$ cat src/rtl/ni_local_port_if.sv
// Bundle of PE-side and router-side signals for the local-port network interface.
//   slave  : the NI itself (drives o_* signals, samples i_* signals)
//   master : the PE/router environment (drives i_* signals, samples o_* signals)
// Signals:
//   i_pe_data/i_pe_val, o_pe_rdy         PE -> NI injection handshake
//   o_rt_data/o_rt_data_val, i_rt_en     NI -> router local input
//   i_rt_data/i_rt_data_val, o_rt_en     router local output -> NI
//   o_pe_data/o_pe_val, i_pe_rdy         NI -> PE ejection handshake
//   o_inj_cnt/o_ej_cnt/o_stall_cnt       traffic statistics
//   o_overflow                           sticky ejection overflow flag
interface ni_local_port_if #(
  parameter int PKT_W = 32,
  parameter int CNT_W = 16
);
  logic [PKT_W-1:0] i_pe_data;
  logic             i_pe_val;
  logic             o_pe_rdy;
  logic [PKT_W-1:0] o_rt_data;
  logic             o_rt_data_val;
  logic             i_rt_en;
  logic [PKT_W-1:0] i_rt_data;
  logic             i_rt_data_val;
  logic [3:0]       o_rt_en;
  logic [PKT_W-1:0] o_pe_data;
  logic             o_pe_val;
  logic             i_pe_rdy;
  logic [CNT_W-1:0] o_inj_cnt;
  logic [CNT_W-1:0] o_ej_cnt;
  logic [CNT_W-1:0] o_stall_cnt;
  logic             o_overflow;

  modport slave (
    input  i_pe_data, i_pe_val, i_rt_en, i_rt_data, i_rt_data_val, i_pe_rdy,
    output o_pe_rdy, o_rt_data, o_rt_data_val, o_rt_en, o_pe_data, o_pe_val,
           o_inj_cnt, o_ej_cnt, o_stall_cnt, o_overflow
  );

  modport master (
    output i_pe_data, i_pe_val, i_rt_en, i_rt_data, i_rt_data_val, i_pe_rdy,
    input  o_pe_rdy, o_rt_data, o_rt_data_val, o_rt_en, o_pe_data, o_pe_val,
           o_inj_cnt, o_ej_cnt, o_stall_cnt, o_overflow
  );
endinterface

$ cat src/rtl/ni_local_port.sv
// Network interface between a PE and the router's local port.
// Injection FIFO buffers PE packets and feeds the router, paced by i_rt_en.
// Ejection FIFO sinks router packets and advertises free space on o_rt_en.
// Ports:
//   clk    clock
//   reset  synchronous reset, active-high
//   bus    ni_local_port_if.slave (PE/router handshakes and statistics)
module ni_local_port #(
  parameter int INJ_DEPTH = 4,
  parameter int EJ_DEPTH  = 4,
  parameter int CNT_W     = 16,
  parameter int PKT_W     = 32
) (
  input logic             clk,
  input logic             reset,
  ni_local_port_if.slave  bus
);

  localparam int IA = $clog2(INJ_DEPTH);
  localparam int EA = $clog2(EJ_DEPTH);
  localparam logic [IA:0]      INJ_ONE = 1;
  localparam logic [EA:0]      EJ_ONE  = 1;
  localparam logic [CNT_W-1:0] CNT_ONE = 1;
  localparam logic [CNT_W-1:0] CNT_MAX = '1;

  // ---------------- injection FIFO ----------------
  logic [PKT_W-1:0] inj_mem [INJ_DEPTH];
  logic [IA:0]      inj_wp, inj_rp;
  logic             inj_empty, inj_full, inj_push, inj_pop;

  assign inj_empty = (inj_wp == inj_rp);
  assign inj_full  = (inj_wp[IA] != inj_rp[IA]) && (inj_wp[IA-1:0] == inj_rp[IA-1:0]);

  // Outputs are forced inactive while reset is high so nothing leaks out
  // of FIFO contents that are about to be discarded.
  assign bus.o_pe_rdy      = !reset && !inj_full;
  assign bus.o_rt_data_val = !reset && !inj_empty && bus.i_rt_en;
  assign bus.o_rt_data     = inj_mem[inj_rp[IA-1:0]];

  assign inj_push = !reset && bus.i_pe_val && !inj_full;
  assign inj_pop  = bus.o_rt_data_val;

  always_ff @(posedge clk) begin
    if (inj_push) inj_mem[inj_wp[IA-1:0]] <= bus.i_pe_data;
  end

  always_ff @(posedge clk) begin
    if (reset) begin
      inj_wp <= '0;
      inj_rp <= '0;
    end else begin
      if (inj_push) inj_wp <= inj_wp + INJ_ONE;
      if (inj_pop)  inj_rp <= inj_rp + INJ_ONE;
    end
  end

  // ---------------- ejection FIFO ----------------
  logic [PKT_W-1:0] ej_mem [EJ_DEPTH];
  logic [EA:0]      ej_wp, ej_rp;
  logic             ej_empty, ej_full, ej_push, ej_pop, ej_drop;

  assign ej_empty = (ej_wp == ej_rp);
  assign ej_full  = (ej_wp[EA] != ej_rp[EA]) && (ej_wp[EA-1:0] == ej_rp[EA-1:0]);

  // Router grant is based only on registered occupancy; a same-cycle PE pop
  // is not advertised, so the router never sees a path from i_pe_rdy.
  assign bus.o_rt_en    = reset ? 4'h0 : {4{!ej_full}};
  assign bus.o_pe_val   = !reset && !ej_empty;
  assign bus.o_pe_data  = ej_mem[ej_rp[EA-1:0]];

  assign ej_pop  = bus.o_pe_val && bus.i_pe_rdy;
  // When full, a same-cycle pop frees the slot being written (wp index == rp index).
  assign ej_push = !reset && bus.i_rt_data_val && (!ej_full || ej_pop);
  assign ej_drop = !reset && bus.i_rt_data_val && ej_full && !ej_pop;

  always_ff @(posedge clk) begin
    if (ej_push) ej_mem[ej_wp[EA-1:0]] <= bus.i_rt_data;
  end

  always_ff @(posedge clk) begin
    if (reset) begin
      ej_wp <= '0;
      ej_rp <= '0;
    end else begin
      if (ej_push) ej_wp <= ej_wp + EJ_ONE;
      if (ej_pop)  ej_rp <= ej_rp + EJ_ONE;
    end
  end

  // ---------------- statistics ----------------
  logic [CNT_W-1:0] inj_cnt, ej_cnt, stall_cnt;
  logic             overflow;

  always_ff @(posedge clk) begin
    if (reset) begin
      inj_cnt   <= '0;
      ej_cnt    <= '0;
      stall_cnt <= '0;
      overflow  <= 1'b0;
    end else begin
      if (inj_pop && inj_cnt != CNT_MAX)                      inj_cnt   <= inj_cnt + CNT_ONE;
      if (ej_push && ej_cnt != CNT_MAX)                       ej_cnt    <= ej_cnt + CNT_ONE;
      if (!inj_empty && !bus.i_rt_en && stall_cnt != CNT_MAX) stall_cnt <= stall_cnt + CNT_ONE;
      if (ej_drop)                                            overflow  <= 1'b1;
    end
  end

  assign bus.o_inj_cnt   = inj_cnt;
  assign bus.o_ej_cnt    = ej_cnt;
  assign bus.o_stall_cnt = stall_cnt;
  assign bus.o_overflow  = overflow;

endmodule

$ cat src/flat_wrapper.sv
// flat-port wrapper written by rule: the top's interface ports become plain ports
module ni_local_port_flat 
#(
  parameter int INJ_DEPTH = 4,
  parameter int EJ_DEPTH  = 4,
  parameter int CNT_W     = 16,
  parameter int PKT_W     = 32
)
  (clk, reset, bus_i_pe_data, bus_i_pe_val, bus_i_rt_en, bus_i_rt_data, bus_i_rt_data_val, bus_i_pe_rdy, bus_o_pe_rdy, bus_o_rt_data, bus_o_rt_data_val, bus_o_rt_en, bus_o_pe_data, bus_o_pe_val, bus_o_inj_cnt, bus_o_ej_cnt, bus_o_stall_cnt, bus_o_overflow);
  ni_local_port_if #(.PKT_W(PKT_W), .CNT_W(CNT_W)) bus_i ();
  input logic clk;
  input logic reset;
  input wire logic [$bits(bus_i.i_pe_data)-1:0] bus_i_pe_data;
  input wire logic [$bits(bus_i.i_pe_val)-1:0] bus_i_pe_val;
  input wire logic [$bits(bus_i.i_rt_en)-1:0] bus_i_rt_en;
  input wire logic [$bits(bus_i.i_rt_data)-1:0] bus_i_rt_data;
  input wire logic [$bits(bus_i.i_rt_data_val)-1:0] bus_i_rt_data_val;
  input wire logic [$bits(bus_i.i_pe_rdy)-1:0] bus_i_pe_rdy;
  output wire logic [$bits(bus_i.o_pe_rdy)-1:0] bus_o_pe_rdy;
  output wire logic [$bits(bus_i.o_rt_data)-1:0] bus_o_rt_data;
  output wire logic [$bits(bus_i.o_rt_data_val)-1:0] bus_o_rt_data_val;
  output wire logic [$bits(bus_i.o_rt_en)-1:0] bus_o_rt_en;
  output wire logic [$bits(bus_i.o_pe_data)-1:0] bus_o_pe_data;
  output wire logic [$bits(bus_i.o_pe_val)-1:0] bus_o_pe_val;
  output wire logic [$bits(bus_i.o_inj_cnt)-1:0] bus_o_inj_cnt;
  output wire logic [$bits(bus_i.o_ej_cnt)-1:0] bus_o_ej_cnt;
  output wire logic [$bits(bus_i.o_stall_cnt)-1:0] bus_o_stall_cnt;
  output wire logic [$bits(bus_i.o_overflow)-1:0] bus_o_overflow;
  assign bus_i.i_pe_data = bus_i_pe_data;
  assign bus_i.i_pe_val = bus_i_pe_val;
  assign bus_i.i_rt_en = bus_i_rt_en;
  assign bus_i.i_rt_data = bus_i_rt_data;
  assign bus_i.i_rt_data_val = bus_i_rt_data_val;
  assign bus_i.i_pe_rdy = bus_i_pe_rdy;
  assign bus_o_pe_rdy = bus_i.o_pe_rdy;
  assign bus_o_rt_data = bus_i.o_rt_data;
  assign bus_o_rt_data_val = bus_i.o_rt_data_val;
  assign bus_o_rt_en = bus_i.o_rt_en;
  assign bus_o_pe_data = bus_i.o_pe_data;
  assign bus_o_pe_val = bus_i.o_pe_val;
  assign bus_o_inj_cnt = bus_i.o_inj_cnt;
  assign bus_o_ej_cnt = bus_i.o_ej_cnt;
  assign bus_o_stall_cnt = bus_i.o_stall_cnt;
  assign bus_o_overflow = bus_i.o_overflow;
  ni_local_port #(.INJ_DEPTH(INJ_DEPTH), .EJ_DEPTH(EJ_DEPTH), .CNT_W(CNT_W), .PKT_W(PKT_W)) u_core (.clk(clk), .reset(reset), .bus(bus_i));
endmodule
$ cat config.mk
export PLATFORM = sky130hd
export DESIGN_NAME = ni_local_port_flat
export DESIGN_NICKNAME = d
export VERILOG_FILES = /design/src/rtl/ni_local_port_if.sv /design/src/rtl/ni_local_port.sv /design/src/flat_wrapper.sv
export SDC_FILE = /design/constraint.sdc
export NUM_CORES = 1
export LEC_CHECK = 0
export CAP_MARGIN = 20
export CORE_ASPECT_RATIO = 0.8
export CORE_UTILIZATION = 25
export DETAILED_ROUTE_END_ITERATION = 8
export HOLD_SLACK_MARGIN = 0.03
export PLACE_DENSITY = 0.5
export REMOVE_ABC_BUFFERS = 1
export SYNTH_ARGS = -nofsm -noshare
export SYNTH_HDL_FRONTEND = slang
export SYNTH_SLANG_ARGS = --single-unit
$ cat constraint.sdc
create_clock -name clk -period 2.64 [get_ports clk]
set_clock_uncertainty 0.05 [all_clocks]
set_input_delay 0.528 -clock clk [delete_from_list [all_inputs] [get_ports clk]]
set_output_delay 0.528 -clock clk [all_outputs]
set_load 0.05 [all_outputs]
==> parameters.txt, run 1 <==
Parameter                              Value

Timing
  Number of endpoints with negative hold slack in the final report    0
  Relative slew slack    30.8%
  Min Hold Slack    297 ps
  Peak clock frequency supported by timing    395 MHz
  Period minus WS final    about 2500 ps
  Unrepaired setup endpoints after global routing    yes
  Final-report max-slew violation count    0
  Transition time of the tightest slew-check pin    1030 ps
  Fraction of the cycle the final worst path needs    96.0%
  Number of setup violations in the final report    0

Clock network
  Max H-tree Level    2
  Clock latency on the worst-skew pair    540 ps
  Sinks on the clock net    321
  Clock root buffer    sky130_fd_sc_hd__clkbuf_16
  Number of setup buffers added after CTS    0
  Clock tree from TritonCTS    built
  Clock transition time at the flip-flop clock pins of the worst setup and hold paths    60 ps
  Number of hold buffers added after cts    0
  Cts bufs inserted    36
  Max clock buf depth    3

Global routing
  Residual overflow from global routing    0
  Overall routing resource usage    between 10% and 20%
  Number of antenna violations at the first check in global routing    1
  First-pass GRT wire length    44200 um
  Number of global-route vias before repair    roughly 7.4k
  Pin count of the biggest net entering global routing    51

Floorplan
  Count of standard-cell rows    just over 70
  Die boundary width    252 um
  Die area    50900 um^2
  Die Y-Extent    202 um
  Area inside the core boundary    roughly 49000 um^2
  IO Count    190
  Starting utilization of the core area    25.6%

Min path
  Startpoint of the tightest hold check path    reset
  Min-Delay Path Depth    2
  Class of the worst hold path    in2reg
  Worst hold path endpoint    u_core.inj_rp[2]$_SDFFE_PP0P_

Synthesis
  Number of different library cells in the post-synthesis netlist    50
  Count of flip-flops with a built-in enable after synthesis    256
  Number of synthesized register bits    321
  Count of synthesis-stage warnings from yosys    0
  Avg Synthesized Cell Area    17.3 um^2
  Mapped Cells    721
  Area share of the largest cell type after synthesis    a little over 60%
  Top FF cell, synth    sky130_fd_sc_hd__edfxtp_1
  Largest cells by area after synthesis    sky130_fd_sc_hd__edfxtp_1, sky130_fd_sc_hd__mux4_2, sky130_fd_sc_hd__dfxtp_1, sky130_fd_sc_hd__xnor2_1, sky130_fd_sc_hd__nor2_1
  Proportion of register bits with asynchronous set or reset after synthesis    0%
  Count leader, synth    sky130_fd_sc_hd__edfxtp_1
  Register area share after synthesis    71.9%
  Cell area after synthesis    12500 um^2
  Largest area contributor in the synthesized netlist    sky130_fd_sc_hd__edfxtp_1
  Most instantiated cells after synthesis    sky130_fd_sc_hd__edfxtp_1, sky130_fd_sc_hd__dfxtp_1, sky130_fd_sc_hd__mux4_2, sky130_fd_sc_hd__nor2_1, sky130_fd_sc_hd__nand2_1

Placed design
  IO Port Bufs    189
  Dpl hpwl    18200 um
  Last weighted congestion value of the routability-driven placer    just under 0.8
  Cell total after placement    between 1.5k and 2k
  Post-detailed-placement cell area    16200 um^2

Worst setup path
  Max stage delay cell, worst path    sky130_fd_sc_hd__mux4_2
  Flop-to-flop setup slack    550 ps
  Dominant cell type by count on the critical path    sky130_fd_sc_hd__buf_12
  Top fanout value on the critical path    10
  Delay of the slowest critical-path stage    590 ps
  Nature of the critical path endpoint    output pin
  Data required time at the worst endpoint    ~2100 ps
  CP Data Arrival Time    about 2000 ps
  Crit Path Class    reg2out
  Critical path cell sequence    buf_12 -> mux4_2 -> buf_12
  Worst-case reg-to-reg path depth    5
  Capturing point of the worst reg2reg path    u_core.bus.o_inj_cnt[11]$_SDFFE_PP0P_
  Kind of start point of the critical path    flop
  Crit Reg-Reg Startpoint    u_core.inj_wp[0]$_SDFFE_PP0P_

Finish
  Fill cell instance count of the final layout    4648
  Fraction of final layout cells sized beyond drive strength 1    24.0%
  Final non-filler cell area    17500 um^2
  Layout overhead on the synthesized area    39.6%
  # nets final    approximately 1.0k
  Final std cells w/o fill    around 1.6k

Flow run
  Count of maximum capacitance violations    0

Detailed routing
  DR vias/cell    about 4.3
  Post-route DRC violation count    0
  Iteration count of the initial detailed-routing pass    5
  Final routed wire length divided by cell count    17.4 um
  Detailed-route via count    approximately 7.1k
  Number of nets still failing antenna checks after routing    0
  Routed Wire Length    28600 um
  Number of DRC violations after detailed-routing iteration 0    roughly 340

Power
  Leakage    5.65 nW
  Power consumption    ~14 mW
  Power density cells    just under 800 nW/um^2
  Peak ir drop on the vdd network    0.000350 V

Run status
  Run status    finished, final reports clean
## registers in the layout (all words and copies together) (netlist names), named ones only
register                cells
u_core.bus.o_overflow       1
u_core.bus.o_stall_cnt     16
u_core.ej_mem             128
u_core.ej_rp                3
u_core.ej_wp                3
u_core.bus.o_ej_cnt        16
u_core.inj_mem            128
u_core.inj_rp               3
u_core.inj_wp               3
u_core.bus.o_inj_cnt       16
## stage by stage
stage          setup slack [ps]  TNS (ps)  utilization [%]
2_1_floorplan             -1140    -23980                -
3_3_place_gp                146         0             33.1
3_5_place_dp                106         0             33.1
4_1_cts                   -4.14     -4.14             35.6
5_1_grt                  -0.195    -0.195             35.7
6_report                    106         0             35.8
## cells by family (layout without fill, tap and decap cells)
group                      Yosys count  after routing  share of synthesized area [%]
DFF                                321            321                           71.9
and+or+nand+nor                    194            194                           8.02
muxes                               76             76                           12.5
AOI/OAI and AO/OA                   41             41                           2.15
buffers and inverters               39            293                           1.35
xor gates and xnor gates            37             37                           2.77
adders and majority gates           13             13                           1.30
other                                0              2                              0
## report_power, final
part,total (mW),internal (mW),switching (mW)
Combinational,3.07,1.47,1.60
Sequential,5.72,5.62,0.106
Clock,5.00,2.99,2.01
Total,13.8,10.1,3.72
## layer usage
metal / track usage (%) / wire, um / share of wire (%)
met5: 0 / 11 / 0.038
met3: 3.17 / 1740 / 6.1
met1: 15.9 / 13600 / 48
met2: 16.8 / 12800 / 45
met4: 3.66 / 470 / 1.6
## placed cells by master, fill, tap and decap left out, types with 15 or more instances in the layout
| cell type | n |
|---|---|
| sky130_fd_sc_hd__nor3_1 | 24 |
| sky130_fd_sc_hd__nand4_1 | 17 |
| sky130_fd_sc_hd__dfxtp_1 | 63 |
| sky130_fd_sc_hd__edfxtp_1 | 256 |
| sky130_fd_sc_hd__a21oi_1 | 15 |
| sky130_fd_sc_hd__nor2_1 | 49 |
| sky130_fd_sc_hd__buf_12 | 83 |
| sky130_fd_sc_hd__nand2_1 | 36 |
| sky130_fd_sc_hd__mux4_2 | 64 |
| sky130_fd_sc_hd__clkdlybuf4s50_1 | 117 |
| sky130_fd_sc_hd__xnor2_1 | 30 |
| sky130_fd_sc_hd__clkbuf_16 | 38 |
| sky130_fd_sc_hd__nor4_1 | 15 |
## worst max-delay path by stage
stage,startpoint,to,slack [ps],cells after the start
6_report,flop,bus_o_pe_data[25],110,3
3_3_place_gp,bus_i_rt_data_val,u_core.bus.o_ej_cnt[8]$_SDFFE_PP0P_,150,6
5_1_grt,flop,bus_o_pe_data[7],-0.2,3
4_1_cts,flop,bus_o_pe_data[25],-4,3
3_5_place_dp,bus_i_rt_data_val,u_core.ej_mem[3][27]$_DFFE_PP_,110,5
2_1_floorplan,u_core.ej_wp[1]$_SDFFE_PP0P_,bus_o_rt_en[0],-1140,3
## worst max-delay path, delay by kind of cell (launching register included)
kind | cells | cell delay [ps]
buffers and inverters | 2 | 360
muxes | 1 | 590
DFF | 1 | 460
## timing repair
| action | in CTS | in global routing |
|---|---|---|
| cloned | 0 | 2 |
| setup endpoints to repair | 33 | 21 |
| endpoints found under the hold margin | 0 | 0 |
| resized for setup | 4 | 5 |
## layout make-up
type | count | area [um^2] | area share, %
well taps | 666 | 833 | 4.77
inverters | 10 | 37.5 | 0.215
clock inverters | 19 | 225 | 1.29
multi-input cells | 361 | 3380 | 19.4
flip-flops and latches | 321 | 9000 | 51.5
repair buffers | 218 | 3020 | 17.3
clock buffers | 46 | 958 | 5.49
diodes | 2 | 5.00 | 0.0287
No activity file was read; power rests on OpenSTA's default activity.
==> run 2, diff against run 1 <==
--- a/config.mk
+++ b/config.mk
@@ -8,6 +8,8 @@
 export CAP_MARGIN = 20
 export CORE_ASPECT_RATIO = 0.8
 export CORE_UTILIZATION = 25
+export CTS_BUF_LIST = sky130_fd_sc_hd__clkbuf_16
+export CTS_CLUSTER_SIZE = 16
 export DETAILED_ROUTE_END_ITERATION = 8
 export HOLD_SLACK_MARGIN = 0.03
 export PLACE_DENSITY = 0.5
==> run 2 against run 1 <==
Global-route usage barely moved. Cell count did not move. Maximum frequency rose by 0.11%. Sequential share of layout area rose by 0.059 points. Sequential power barely moved. Hold slack improved by 0.51 ps. Combinational power barely moved. Final area fell by 0.11%.
==> parameters.txt, run 2 (same netlist as run 1, synthesis figures left out) <==
Parameter                              Value

Worst setup path
  Dominant cell type by count on the critical path    sky130_fd_sc_hd__buf_12 (unchanged)
  Top fanout value on the critical path    10 (unchanged)
  Nature of the critical path endpoint    output pin (unchanged)
  Max stage delay cell, worst path    sky130_fd_sc_hd__mux4_2 (unchanged)
  Largest delay contributor family on the critical path    multiplexers (unchanged)
  Buffer and inverter count on the worst path    2 (unchanged)
  Kind of start point of the critical path    flop (unchanged)
  Data required time at the worst endpoint    2060 ps (about the same)
  CP Data Arrival Time    1950 ps (was 1960 ps)
  Crit Path Class    reg2out (unchanged)
  Critical path cell sequence    buf_12 -> mux4_2 -> buf_12 (unchanged)
  Flop-to-flop setup slack    570 ps (was 550 ps)
  Delay of the slowest critical-path stage    590 ps (about the same)

Timing
  Fraction of the cycle the final worst path needs    95.9% (was 96.0%)
  Transition time of the tightest slew-check pin    1010 ps (was 1030 ps)
  Peak clock frequency supported by timing    395 MHz (about the same)
  Summed negative setup slack over all endpoints    0 ps (unchanged)
  Final-report max-slew violation count    0 (unchanged)
  Unrepaired setup endpoints after global routing    yes (unchanged)
  Relative slew slack    32.1% (was 30.8%)
  Number of endpoints with negative hold slack in the final report    0 (unchanged)
  Min Hold Slack    297 ps (about the same)
  Number of setup violations in the final report    0 (unchanged)
  Period minus WS final    2530 ps (about the same)

Power
  Switching power    3.72 mW (about the same)
  Peak ir drop on the vdd network    0.000351 V (was 0.000350 V)
  Power consumption    13.7 mW (was 13.8 mW)
  Internal    9.98 mW (was 10.1 mW)
  Portion of total power attributed to the clock network    35.8% (was 36.3%)
  Net switching share of the total power    27.1% (was 27.0%)
  Proportion of power drawn by flip-flops and latches    41.8% (was 41.5%)
  Leakage    5.67 nW (was 5.65 nW)
  Power density cells    786 nW/um^2 (was 790 nW/um^2)
  Relative contribution of combinational cells to total power    22.4% (was 22.3%)

Placed design
  Last weighted congestion value of the routability-driven placer    0.781 (unchanged)
  IO Port Bufs    189 (unchanged)
  Post-detailed-placement cell area    16200 um^2 (unchanged)
  Dpl hpwl    18200 um (unchanged)

Finish
  Sequential cell area    9000 um^2 (unchanged)
  Layout overhead on the synthesized area    39.5% (was 39.6%)
  Combined area of the multi-input logic cells    3380 um^2 (unchanged)
  Final non-filler cell area    17400 um^2 (was 17500 um^2)
  Fill cell instance count of the final layout    4653 (was 4648)
  # nets final    1031 (unchanged)
  Fraction of final layout cells sized beyond drive strength 1    23.8% (was 24.0%)
  Commonest non-fill, non-tap cell in the layout    sky130_fd_sc_hd__edfxtp_1 (unchanged)
  Commonest cells after routing, fill and taps aside    sky130_fd_sc_hd__edfxtp_1, sky130_fd_sc_hd__clkdlybuf4s50_1, sky130_fd_sc_hd__buf_12, sky130_fd_sc_hd__mux4_2, sky130_fd_sc_hd__dfxtp_1 (unchanged)

Floorplan
  Die Y-Extent    202 um (unchanged)
  Starting utilization of the core area    25.6% (unchanged)
  Count of standard-cell rows    72 (unchanged)
  Die area    50900 um^2 (unchanged)
  IO Count    190 (unchanged)
  Area inside the core boundary    48800 um^2 (unchanged)
  Die boundary width    252 um (unchanged)

Min path
  Class of the worst hold path    in2reg (unchanged)

Clock network
  Clock transition time at the flip-flop clock pins of the worst setup and hold paths    60 ps (about the same)
  Max clock buf depth    3 (unchanged)
  Clock tree from TritonCTS    built (unchanged)
  Clock latency on the worst-skew pair    540 ps (about the same)
  Sinks on the clock net    321 (unchanged)
  Number of setup buffers added after CTS    0 (unchanged)
  Clock root buffer    sky130_fd_sc_hd__clkbuf_16 (unchanged)
  Max H-tree Level    2 (unchanged)
  Cts bufs inserted    36 (unchanged)

Global routing
  Overall routing resource usage    11.3% (about the same)
  Number of antenna violations at the first check in global routing    1 (unchanged)
  First-pass GRT wire length    44100 um (was 44200 um)
  Number of global-route vias before repair    7436 (was 7442)
  Pin count of the biggest net entering global routing    51 (unchanged)
  Residual overflow from global routing    0 (unchanged)

Detailed routing
  Iteration count of the initial detailed-routing pass    5 (unchanged)
  DR vias/cell    4.34 (was 4.33)
  Detailed-route via count    7131 (was 7121)
  Post-route DRC violation count    0 (unchanged)
  Number of DRC violations after detailed-routing iteration 0    350 (was 335)
  Final routed wire length divided by cell count    17.4 um (about the same)
  Routed Wire Length    28600 um (about the same)
  Number of nets still failing antenna checks after routing    0 (unchanged)

Flow run
  Count of maximum capacitance violations    0 (unchanged)

Run status
  Run status    finished, final reports clean (unchanged)
run 2: changes by cell type in the layout (fill, tap and decap cells not counted):
cell	before	now
sky130_fd_sc_hd__clkbuf_1	8	0
sky130_fd_sc_hd__inv_1	10	18
sky130_fd_sc_hd__clkbuf_8	2	0
sky130_fd_sc_hd__clkinv_1	7	9
run 2: worst paths after layout:
path                            startpoint                                     to  cells past startpoint
min                                  reset          u_core.inj_rp[2]$_SDFFE_PP0P_                      2
max                                   flop                      bus_o_pe_data[25]                      3
max reg2reg  u_core.inj_wp[0]$_SDFFE_PP0P_  u_core.bus.o_inj_cnt[11]$_SDFFE_PP0P_                      5
min reg2reg   u_core.ej_rp[2]$_SDFFE_PP0N_           u_core.ej_rp[2]$_SDFFE_PP0N_                      2
run 2: per-stage QoR:
stage	std cells	setup slack (ps)	util, %
6_report	1643	108	35.7
5_1_grt	1641	-0.547	35.7
4_1_cts	1639	-3.97	35.5
3_5_place_dp	1574	106	33.1
3_3_place_gp	1574	146	33.1
2_1_floorplan	692	-1140	-
run 2: layer usage:
metal	share of wire (%)	GRT usage (%)	vias to the layer above
li1	-	-	3313
met1	47	15.9	3609
met2	45	16.8	175
met3	6.6	3.17	32
met4	1.6	3.66	2
met5	0.038	0	-
run 2: power groups by stage:
stage | clock network (mW) | registers, mW | logic, mW
floorplan | 0 | 5.94 | 1.41
global placement | 0 | 5.81 | 3.07
detailed placement | 0 | 5.81 | 3.06
CTS | 5.11 | 5.71 | 3.07
global route | 5.30 | 5.74 | 3.22
finish | 4.91 | 5.72 | 3.07
run 2: final cells by class:
cell class | instances | share of cell area, %
timing repair buffer | 218 | 17.3
clock inverter | 29 | 1.51
inverter | 10 | 0.215
multi-input combinational | 361 | 19.4
clock buffer | 36 | 5.17
tap | 666 | 4.78
antenna | 2 | 0.0287
sequential | 321 | 51.6
run 2: timing repair:
| action | CTS | global route |
|---|---|---|
| cloned | 0 | 2 |
| hold buffers | 0 | 0 |
| resized for setup | 4 | 5 |
| setup endpoints to repair | 33 | 23 |
==> run 3, diff against run 2 <==
==> constraint.sdc (replaced) <==
create_clock -name clk -period 2.7 [get_ports clk]
set_clock_uncertainty 0.05 [all_clocks]
set_input_delay 0.54 -clock clk [delete_from_list [all_inputs] [get_ports clk]]
set_output_delay 0.54 -clock clk [all_outputs]
set_load 0.05 [all_outputs]
==> run 3 against run 2 <==
Hold slack worse by 4.5 ps. Total power is 4.0% lower. Cell count is 0.43% lower. Wire length is 0.23% higher. Highest routed layer unchanged. Final area is 0.73% lower. Sequential power is 3% lower. Setup slack better by 16 ps.
==> parameters.txt, run 3 (same netlist as run 1, synthesis figures left out) <==
Parameter                              Value

Min path
  Startpoint of the tightest hold check path    reset (unchanged)
  Min-Delay Path Depth    2 (unchanged)
  Class of the worst hold path    in2reg (unchanged)
  Worst hold path endpoint    u_core.bus.o_ej_cnt[12]$_SDFFE_PP0P_ (was u_core.inj_rp[2]$_SDFFE_PP0P_)

Placed design
  Worst setup timing slack at the placement stage    102 ps (was 106 ps)
  Post-detailed-placement cell area    16100 um^2 (was 16200 um^2)
  Last weighted congestion value of the routability-driven placer    0.796 (was 0.781)
  Dpl hpwl    18100 um (was 18200 um)
  IO Port Bufs    189 (unchanged)

Timing
  Number of endpoints with negative hold slack in the final report    0 (unchanged)
  Transition time of the tightest slew-check pin    993 ps (was 1010 ps)
  Period minus WS final    ~2600 ps
  Number of setup violations in the final report    0 (unchanged)
  Relative slew slack    33.2% (was 32.1%)
  Summed negative setup slack over all endpoints    0 ps (unchanged)
  Final-report max-slew violation count    0 (unchanged)
  Fraction of the cycle the final worst path needs    95.4%
  Peak clock frequency supported by timing    388 MHz
  Unrepaired setup endpoints after global routing    no (was yes)
  Final setup margin    124 ps (was 108 ps)

Clock network
  Number of hold buffers added after cts    0 (unchanged)
  Sinks on the clock net    321 (unchanged)
  Max H-tree Level    2 (unchanged)
  Clock latency on the worst-skew pair    530 ps (was 540 ps)
  Cts bufs inserted    36 (unchanged)
  Clock tree from TritonCTS    built (unchanged)
  Clock transition time at the flip-flop clock pins of the worst setup and hold paths    60 ps (about the same)
  Clock root buffer    sky130_fd_sc_hd__clkbuf_16 (unchanged)
  Max clock buf depth    3 (unchanged)

Finish
  Final non-filler cell area    17300 um^2 (was 17400 um^2)
  Fill cell instance count of the final layout    4671 (was 4653)
  Fraction of final layout cells sized beyond drive strength 1    23.3% (was 23.8%)
  Commonest non-fill, non-tap cell in the layout    sky130_fd_sc_hd__edfxtp_1 (unchanged)
  # nets final    1027 (was 1031)
  Commonest cells after routing, fill and taps aside    sky130_fd_sc_hd__edfxtp_1, sky130_fd_sc_hd__clkdlybuf4s50_1, sky130_fd_sc_hd__buf_12, sky130_fd_sc_hd__mux4_2, sky130_fd_sc_hd__dfxtp_1 (unchanged)
  Layout overhead on the synthesized area    38.4% (was 39.5%)

Worst setup path
  Capturing point of the worst reg2reg path    u_core.bus.o_stall_cnt[15]$_SDFFE_PP0P_ (was u_core.bus.o_inj_cnt[11]$_SDFFE_PP0P_)
  Nature of the critical path endpoint    output pin (unchanged)
  Flop-to-flop setup slack    570 ps (about the same)
  CP Data Arrival Time    1990 ps (was 1950 ps)
  Kind of start point of the critical path    flop (unchanged)
  Crit Path Class    reg2out (unchanged)
  Worst-case reg-to-reg path depth    6 (was 5)
  Data required time at the worst endpoint    2110 ps (was 2060 ps)
  Top fanout value on the critical path    14 (was 10)
  Crit Reg-Reg Startpoint    u_core.inj_wp[0]$_SDFFE_PP0P_ (unchanged)

Global routing
  Residual overflow from global routing    0 (unchanged)
  Pin count of the biggest net entering global routing    42 (was 51)
  Number of global-route vias before repair    7315 (was 7436)
  Number of antenna violations at the first check in global routing    3 (was 1)
  Overall routing resource usage    11.4% (was 11.3%)
  First-pass GRT wire length    44100 um (about the same)

Detailed routing
  Iteration count of the initial detailed-routing pass    4 (was 5)
  Post-route DRC violation count    0 (unchanged)
  DR vias/cell    4.31 (was 4.34)
  Routed Wire Length    28700 um (was 28600 um)
  Final routed wire length divided by cell count    17.6 um (was 17.4 um)
  Number of nets still failing antenna checks after routing    0 (unchanged)
  Detailed-route via count    7046 (was 7131)
  Number of DRC violations after detailed-routing iteration 0    417 (was 350)

Floorplan
  Die area    50900 um^2 (unchanged)
  Die boundary width    252 um (unchanged)
  Starting utilization of the core area    25.6% (unchanged)
  Count of standard-cell rows    72 (unchanged)
  IO Count    190 (unchanged)
  Area inside the core boundary    48800 um^2 (unchanged)
  Die Y-Extent    202 um (unchanged)

Power
  Peak ir drop on the vdd network    0.000341 V (was 0.000351 V)
  Power density cells    760 nW/um^2 (was 786 nW/um^2)
  Leakage    5.63 nW (was 5.67 nW)

Flow run
  Count of maximum capacitance violations    0 (unchanged)

Run status
  Run status    finished, final reports clean (unchanged)
-- run 3: cell count changes in the layout (fill, tap and decap cells not counted), sizes merged --
cell      change
bufinv        -2
clkbuf        -2
clkinvlp      -2
diode         -1
bufbuf        +1
inv           +2
buf           -3
-- run 3: per-layer routing --
metal	up-vias	wire length, um	GRT usage [%]
met2	169	12800	16.8
li1	3296	-	-
met5	-	42	0
met1	3520	13700	15.9
met3	55	1600	3.23
met4	6	631	3.74
-- run 3: how the worst max path moves through the flow --
stage	to	slack (ps)
2_1_floorplan	bus_o_rt_en[0]	-1090
3_3_place_gp	u_core.bus.o_ej_cnt[8]$_SDFFE_PP0P_	180
3_5_place_dp	u_core.bus.o_ej_cnt[8]$_SDFFE_PP0P_	100
4_1_cts	bus_o_rt_en[1]	60
5_1_grt	bus_o_pe_val	20
6_report	bus_o_pe_data[28]	120
-- run 3: power breakdown --
part	switching (mW)	total, mW	internal (mW)
Combinational	1.58	2.99	1.41
Sequential	0.0726	5.56	5.49
Clock	1.97	4.60	2.63
Total	3.62	13.1	9.53
-- run 3: timing repair --
item,in CTS,in global routing
setup buffers,1,0
gates cloned,1,0
gates resized for setup,4,2
endpoints found under the setup margin,33,5
-- run 3: cell type report --
cell class                      instances  area [um^2]  area share [%]
Antenna cell                            1         2.50          0.0145
Clock buffer                           36          901            5.20
Clock inverter                         27          194            1.12
Inverter                               10         37.5           0.217
Multi-Input combinational cell        361         3380            19.5
Sequential cell                       321         8990            52.0
Tap cell                              666          833            4.81
Timing Repair Buffer                  214         2970            17.2
-- run 3: through the flow --
stage,hold slack (ps),util (%),std cells,power [mW]
after CTS,251,35.4,1635,13.4
final,293,35.5,1636,13.1
after global placement,405,33.1,1570,8.65
after floorplan,403,-,692,7.19
after global routing,317,35.4,1635,13.7
after detailed placement,417,33.1,1570,8.66
-- run 3: critical path: stages (launching register included) --
cell and delay (ps):
sky130_fd_sc_hd__dfxtp_4 390, sky130_fd_sc_hd__bufbuf_16 320, sky130_fd_sc_hd__mux4_2 560, sky130_fd_sc_hd__buf_12 170
